<file path="config.mk">
export PLATFORM = sky130hd
export DESIGN_NAME = ramp_seq_ctrl
export DESIGN_NICKNAME = d
export VERILOG_FILES = /design/src/rtl/ramp_seq_pkg.sv /design/src/rtl/ramp_seq_timer.sv /design/src/rtl/ramp_seq_ctrl.sv
export SDC_FILE = /design/constraint.sdc
export NUM_CORES = 1
export LEC_CHECK = 0
export ABC_AREA = 1
export CAP_MARGIN = 20
export CORE_MARGIN = 2
export CORE_UTILIZATION = 35
export CTS_CLUSTER_DIAMETER = 200
export DETAILED_ROUTE_END_ITERATION = 12
export DONT_BUFFER_PORTS = 1
export GPL_TIMING_DRIVEN = 1
export PLACE_DENSITY = 0.53
export SLEW_MARGIN = 20
export SYNTH_ARGS = -nofsm -noshare
export SYNTH_HDL_FRONTEND = slang
export SYNTH_SLANG_ARGS = --single-unit
</file>
<file path="constraint.sdc">
create_clock -name clk -period 2.1 [get_ports clk]
set_input_delay 0.21 -clock clk [delete_from_list [all_inputs] [get_ports clk]]
set_output_delay 0.21 -clock clk [all_outputs]
set_load 0.005 [all_outputs]
</file>
<file path="src/rtl/ramp_seq_pkg.sv">
// Shared types and constants for the ramp sequencer.
package ramp_seq_pkg;

   localparam int DEF_PERIOD_W = 8;
   localparam int DEF_STEPS_W  = 12;
   localparam int DEF_HOLD_W   = 8;

   localparam logic [1:0] MODE_OFF  = 2'b00;
   localparam logic [1:0] MODE_UP   = 2'b01;
   localparam logic [1:0] MODE_DOWN = 2'b10;
   localparam logic [1:0] MODE_TRI  = 2'b11;

   localparam logic [2:0] ST_IDLE = 3'd0;
   localparam logic [2:0] ST_ARM  = 3'd1;
   localparam logic [2:0] ST_RUN  = 3'd2;
   localparam logic [2:0] ST_HOLD = 3'd3;
   localparam logic [2:0] ST_DONE = 3'd4;

   typedef enum logic [2:0] {
      IDLE = ST_IDLE,
      ARM  = ST_ARM,
      RUN  = ST_RUN,
      HOLD = ST_HOLD,
      DONE = ST_DONE
   } state_t;

endpackage

</file>
<file path="src/rtl/ramp_seq_timer.sv">
// Loadable saturating down-counter; load wins over enable, never wraps below zero.
module ramp_seq_timer #(
   parameter int W = 8
) (
   input  logic         clk,
   input  logic         rst,
   input  logic         load,
   input  logic         en,
   input  logic [W-1:0] load_val,
   output logic         zero,
   output logic         one
);

   logic [W-1:0] count;

   always_ff @(posedge clk) begin
      if (rst)
         count <= '0;
      else if (load)
         count <= load_val;
      else if (en && (count != '0))
         count <= count - 1'b1;
   end

   assign zero = (count == '0);
   assign one  = (count == W'(1));

endmodule

</file>
<file path="src/rtl/ramp_seq_ctrl.sv">
// Ramp control sequencer: ARM -> RUN (timed delta strobes) -> HOLD -> DONE.
// Optional macro RAMP_SEQ_LOOP_EN adds a loop input that re-arms from DONE.
module ramp_seq_ctrl
   import ramp_seq_pkg::*;
#(
   parameter int PERIOD_W = DEF_PERIOD_W,
   parameter int STEPS_W  = DEF_STEPS_W,
   parameter int HOLD_W   = DEF_HOLD_W
) (
   input  logic                clk,
   input  logic                rst_n,
   input  logic                start,
   input  logic                abort,
`ifdef RAMP_SEQ_LOOP_EN
   input  logic                loop,
`endif
   input  logic [1:0]          cfg_mode,
   input  logic [PERIOD_W-1:0] cfg_period,
   input  logic [STEPS_W-1:0]  cfg_steps,
   input  logic [HOLD_W-1:0]   cfg_hold,
   output logic                ramp_enb,
   output logic [1:0]          Y,
   output logic                delta,
   output logic                busy,
   output logic                done
);

   state_t              state, next_state;
   logic [1:0]          mode_q;
   logic [PERIOD_W-1:0] period_q;
   logic [STEPS_W-1:0]  steps_q, steps_left;
   logic [HOLD_W-1:0]   hold_q;

   logic per_zero, per_one, hold_zero, hold_one;
   logic accept, strobe, last_strobe, run_like, delta_nxt, loop_req;
   logic [1:0] next_mode;

`ifdef RAMP_SEQ_LOOP_EN
   assign loop_req = loop;
`else
   assign loop_req = 1'b0;
`endif

   assign accept      = (state == IDLE) && start && !abort;
   assign strobe      = (state == RUN) && per_zero;
   assign last_strobe = strobe && (steps_left == STEPS_W'(1));

   ramp_seq_timer #(.W(PERIOD_W)) u_period (
      .clk      (clk),
      .rst      (rst_n),
      .load     ((state == ARM) || strobe),
      .en       (state == RUN),
      .load_val (period_q),
      .zero     (per_zero),
      .one      (per_one)
   );

   ramp_seq_timer #(.W(HOLD_W)) u_hold (
      .clk      (clk),
      .rst      (rst_n),
      .load     (last_strobe),
      .en       (state == HOLD),
      .load_val (hold_q),
      .zero     (hold_zero),
      .one      (hold_one)
   );

   always_comb begin
      next_state = state;
      case (state)
         IDLE: if (accept) next_state = (cfg_steps != '0) ? ARM : DONE;
         ARM:  next_state = RUN;
         RUN:  if (last_strobe) next_state = (hold_q != '0) ? HOLD : DONE;
         HOLD: if (hold_one || hold_zero) next_state = DONE;
         DONE: next_state = loop_req ? ARM : IDLE;
         default: next_state = IDLE;
      endcase
      if (abort && (state != IDLE))
         next_state = IDLE;
   end

   // Outputs are registered, so delta is predicted for the cycle after this edge.
   always_comb begin
      delta_nxt = 1'b0;
      case (state)
         ARM:     delta_nxt = (period_q == '0);
         RUN:     delta_nxt = per_zero ? (period_q == '0) : per_one;
         default: delta_nxt = 1'b0;
      endcase
      delta_nxt = delta_nxt && (next_state == RUN);
   end

   assign next_mode = accept ? cfg_mode : mode_q;
   assign run_like  = (next_state == ARM) || (next_state == RUN) || (next_state == HOLD);

   always_ff @(posedge clk) begin
      if (rst_n) begin
         state      <= IDLE;
         mode_q     <= '0;
         period_q   <= '0;
         steps_q    <= '0;
         hold_q     <= '0;
         steps_left <= '0;
         ramp_enb   <= 1'b0;
         Y          <= MODE_OFF;
         delta      <= 1'b0;
         busy       <= 1'b0;
         done       <= 1'b0;
      end else begin
         state <= next_state;
         if (accept) begin
            mode_q   <= cfg_mode;
            period_q <= cfg_period;
            steps_q  <= cfg_steps;
            hold_q   <= cfg_hold;
         end
         if (state == ARM)
            steps_left <= steps_q;
         else if (strobe && (steps_left != '0))
            steps_left <= steps_left - 1'b1;
         ramp_enb <= run_like;
         Y        <= run_like ? next_mode : MODE_OFF;
         delta    <= delta_nxt;
         busy     <= (next_state != IDLE);
         done     <= (next_state == DONE);
      end
   end

endmodule

</file>
==> results.cfg <==
[status]
run_status = finished clean

[route]
detail_route.vias_per_cell = 4.78
detail_route.iter0.violations = 131
route.antenna.remaining_nets = 0
detail_route.wl_per_cell_um = 12.9
remaining_drc_errors = 0
drtPass1Iterations = 4
num_vias = 3179
finalWirelength_mm = 8.60

[timing]
slew_viol_final = 0
final.period_utilization_pct = 86.6
post-route-min-period_ns = 1.82
final-hold-violation-count = 0
timing.fmax_ghz = 0.550
timing.final.setup_violations = 0
worst_tran_pin_value_ns = 0.670
timing.slew.headroom_pct = 55.2
fin_worst_hold_slack_ns = 0.0102
setup_total_negative_slack_ns = 0
rsz0062_at_grt = no
clock-skew-final_ns = 0.0106

[final_layout]
drive_above_1_share_pct = 9.59
fillers = 1035
area_growth_pct = 16.1
antenna_cells = 0
fin_util_pct = 41.4
nets = 571
multi_input_gate_area_in_the_final_layout_um2 = 1750
final_design_area_no_fill_um2 = 3990
sequential_cell_area_um2 = 1340

[clocking]
tritoncts = yes
clk-insertion-delay-late_ns = 0.36
tritoncts_num_sinks = 67
htree_num_levels = 3
cts_setup_buffers = 0
cts.root.buffer_cell = sky130_fd_sc_hd__clkbuf_8
cts_max_path_buffers = 2
tritoncts.num_buffers = 9
clkTransAtPathRegs_ns = 0.08

[logic_synthesis]
synth_cells = 505
post_synth_mux_area_share_pct = 0.583
syn_area_um2 = 3430
yosys.area_share.adder_pct = 3.28
postSynthNetCount = 548
combinational_family_with_the_most_area_after_synthesis = simple AND/OR/NAND/NOR gates
synth_area_per_cell_um2 = 6.80
ys.flop_type = sky130_fd_sc_hd__dfxtp_1
synth-simple-area-share_pct = 26.7
synthesis.yosys.warnings = 0
synth-xor-area-share_pct = 1.28
unique_cell_type_count_in_the_yosys_netlist = 37
number_of_flops_mapped_to_enable_cells_by_yosys = 0
asyncSetResetFlopFracSynth_pct = 0
synth.yosys.seq_area_share_pct = 39.1
synth-compound-area-share_pct = 18.9
postSynthRegisterBits = 67

[critical_path]
worst-endpoint-required_ns = 2.39
reg2reg_slack_ns = 0.28
timing.critical_path.to_type = register
crit_fanout = 15
critPathLaunchType = register
timing.setup.critical_path_class = register to register
crit_arrival_ns = 2.10

[flow_run]
max-cap-violations = 0

[die]
die_height_um = 103
floorplan.io_pins = 40
die_w_um = 103
core_region_area_um2 = 9640
initial_core_util_pct = 35.6
placement_rows = 36
dieArea_um2 = 10600

[grt]
global_route_wire_length_before_repair_mm = 14.1
number_of_antenna_violations_at_the_first_check_in_global_routing = 0
maximum_number_of_pins_on_one_net_before_global_route_repair = 27
globalRouteTotalUtil_pct = 17.4
vias_in_the_first_global_route = 2953
gr-total-overflow = 0

[place]
io_buffers = 0
gp_congestion = 0.854
placement.cell_area_um2 = 3590
hpwlAfterDp_mm = 6.20

[power]
ir_drop_uv = 355
power_per_cell_area_nw_per_um2 = 894
cellLeakagePower_nw = 1.85

[min_path]
worst_hold_path_type = input pin to register
[per-stage QoR]
| step | total power, mW | setup WS (ns) | instances |
|---|---|---|---|
| 6_report | 3.57 | 0.282 | 665 |
| 5_1_grt | 3.83 | 0.0294 | 665 |
| 4_1_cts | 3.59 | 0.215 | 665 |
| 3_5_place_dp | 2.43 | 0.227 | 630 |
| 3_3_place_gp | 2.42 | 0.308 | 630 |
| 2_1_floorplan | 2.23 | 0.510 | 505 |
[metal layers]
layer	part of all wire, %	vias up	GRT usage, %
met4	2.3	0	8.70
met5	0	-	0
met3	4.3	13	3.73
li1	-	1668	-
met2	43	68	25.4
met1	51	1430	24.2
[layout make-up]
class | count | share of cell area, %
Clock inverter | 4 | 1.25
Sequential cell | 67 | 33.6
Multi-Input combinational cell | 349 | 43.8
Timing Repair Buffer | 28 | 6.52
Tap cell | 133 | 4.17
Clock buffer | 11 | 3.80
Inverter | 73 | 6.87
[power by group]
| group | switching, mW | leakage (nW) | internal, mW |
|---|---|---|---|
| Clock | 0.514 | 0.0974 | 0.604 |
| Sequential | 0.0739 | 0.547 | 1.38 |
| Combinational | 0.630 | 1.20 | 0.361 |
| Total | 1.22 | 1.85 | 2.35 |
[registers in the layout (all words and copies together), names as in the netlist]
register and flops:
steps_q 12, u_period.count 8, state 3, Y 2, done 1, u_hold.count 8
steps_left 12, ramp_enb 1, hold_q 8, mode_q 2, period_q 8, delta 1
busy 1
[cell usage after synthesis, types with 2 or more instances]
cell	number	area, um2
sky130_fd_sc_hd__nor2_1	95	357
sky130_fd_sc_hd__nand2_1	73	274
sky130_fd_sc_hd__dfxtp_1	67	1340
sky130_fd_sc_hd__inv_1	63	236
sky130_fd_sc_hd__o21ai_0	60	300
sky130_fd_sc_hd__a21oi_1	36	180
sky130_fd_sc_hd__nand3_1	23	115
sky130_fd_sc_hd__inv_2	10	37.5
sky130_fd_sc_hd__clkbuf_1	9	33.8
sky130_fd_sc_hd__ha_1	9	113
sky130_fd_sc_hd__buf_2	5	25.0
sky130_fd_sc_hd__nand2_2	5	31.3
sky130_fd_sc_hd__o211ai_1	5	37.5
sky130_fd_sc_hd__a22oi_1	4	30.0
sky130_fd_sc_hd__a31oi_1	4	25.0
sky130_fd_sc_hd__nor3_1	4	20.0
sky130_fd_sc_hd__o21ai_1	4	20.0
sky130_fd_sc_hd__xor2_1	4	35.0
sky130_fd_sc_hd__nand3_2	3	30.0
sky130_fd_sc_hd__nand4_1	3	18.8
sky130_fd_sc_hd__mux2i_1	2	20.0
sky130_fd_sc_hd__nor2_2	2	12.5
[critical path: stages, from the launching register on]
cell and delay [ns]:
sky130_fd_sc_hd__dfxtp_1 0.33, sky130_fd_sc_hd__inv_2 0.11, sky130_fd_sc_hd__ha_1 0.15, sky130_fd_sc_hd__inv_1 0.05
sky130_fd_sc_hd__nor2_1 0.16, sky130_fd_sc_hd__nand3_2 0.13, sky130_fd_sc_hd__nand2_4 0.14, sky130_fd_sc_hd__nand2_2 0.20
sky130_fd_sc_hd__inv_2 0.20, sky130_fd_sc_hd__o21ai_0 0.10, sky130_fd_sc_hd__a31oi_1 0.15
[path summary, 6_finish.rpt]
check                   to  depth (start not counted)               from
max          steps_left[4]                         10  u_period.count[0]
min             steps_q[8]                          2       cfg_steps[8]
max reg2reg  steps_left[4]                         10  u_period.count[0]
min reg2reg     steps_q[5]                          2         steps_q[5]
[what timing repair did]
| action | CTS | global route |
|---|---|---|
| hold endpoints to repair | 34 | 0 |
| hold buffers | 20 | 0 |
| resized for setup | 0 | 1 |
| setup endpoints to repair | 0 | 8 |
[layout by cell type (no fill, tap or decap)]
| cell | synthesis | final |
|---|---|---|
| sky130_fd_sc_hd__nand3_2 | 3 | 3 |
| sky130_fd_sc_hd__nor2_4 | 1 | 1 |
| sky130_fd_sc_hd__xnor2_1 | 1 | 1 |
| sky130_fd_sc_hd__o21ai_1 | 4 | 4 |
| sky130_fd_sc_hd__clkinv_2 | 0 | 1 |
| sky130_fd_sc_hd__o211ai_2 | 1 | 1 |
| sky130_fd_sc_hd__nor2_2 | 2 | 2 |
| sky130_fd_sc_hd__nor3b_1 | 1 | 1 |
| sky130_fd_sc_hd__nor3_1 | 4 | 4 |
| sky130_fd_sc_hd__a22oi_1 | 4 | 4 |
| sky130_fd_sc_hd__nor4_1 | 1 | 1 |
| sky130_fd_sc_hd__inv_2 | 10 | 11 |
| sky130_fd_sc_hd__mux2i_1 | 2 | 2 |
| sky130_fd_sc_hd__xor2_1 | 4 | 4 |
| sky130_fd_sc_hd__bufinv_16 | 0 | 1 |
| sky130_fd_sc_hd__a31oi_1 | 4 | 4 |
| sky130_fd_sc_hd__nand3_1 | 23 | 23 |
| sky130_fd_sc_hd__ha_1 | 9 | 9 |
| sky130_fd_sc_hd__inv_1 | 63 | 62 |
| sky130_fd_sc_hd__o211ai_1 | 5 | 5 |
| sky130_fd_sc_hd__nand2_2 | 5 | 5 |
| sky130_fd_sc_hd__o21ai_0 | 60 | 60 |
| sky130_fd_sc_hd__buf_4 | 0 | 8 |
| sky130_fd_sc_hd__o22ai_1 | 1 | 1 |
| sky130_fd_sc_hd__nand2_4 | 1 | 1 |
| sky130_fd_sc_hd__dfxtp_1 | 67 | 67 |
| sky130_fd_sc_hd__a21oi_1 | 36 | 36 |
| sky130_fd_sc_hd__nand3b_1 | 1 | 1 |
| sky130_fd_sc_hd__clkbuf_8 | 0 | 11 |
| sky130_fd_sc_hd__dlygate4sd3_1 | 0 | 20 |
| sky130_fd_sc_hd__nand4_1 | 3 | 3 |
| sky130_fd_sc_hd__clkinvlp_4 | 0 | 2 |
| sky130_fd_sc_hd__nand2_1 | 73 | 73 |
| sky130_fd_sc_hd__o21ai_2 | 1 | 1 |
| sky130_fd_sc_hd__o221ai_1 | 1 | 1 |
| sky130_fd_sc_hd__a21oi_2 | 1 | 1 |
| sky130_fd_sc_hd__nor3_4 | 1 | 1 |
| sky130_fd_sc_hd__a211oi_2 | 1 | 1 |
| sky130_fd_sc_hd__nor2_1 | 95 | 95 |
[cell families (layout without fill, tap and decap cells)]
group / count (synthesis) / in the layout
fa+ha+maj: 9 / 9
flops: 67 / 67
xor+xnor: 5 / 5
buf+inv: 89 / 116
compound gates: 119 / 119
simple gates: 214 / 214
mux: 2 / 2
Power figures use the tool's default switching activity.
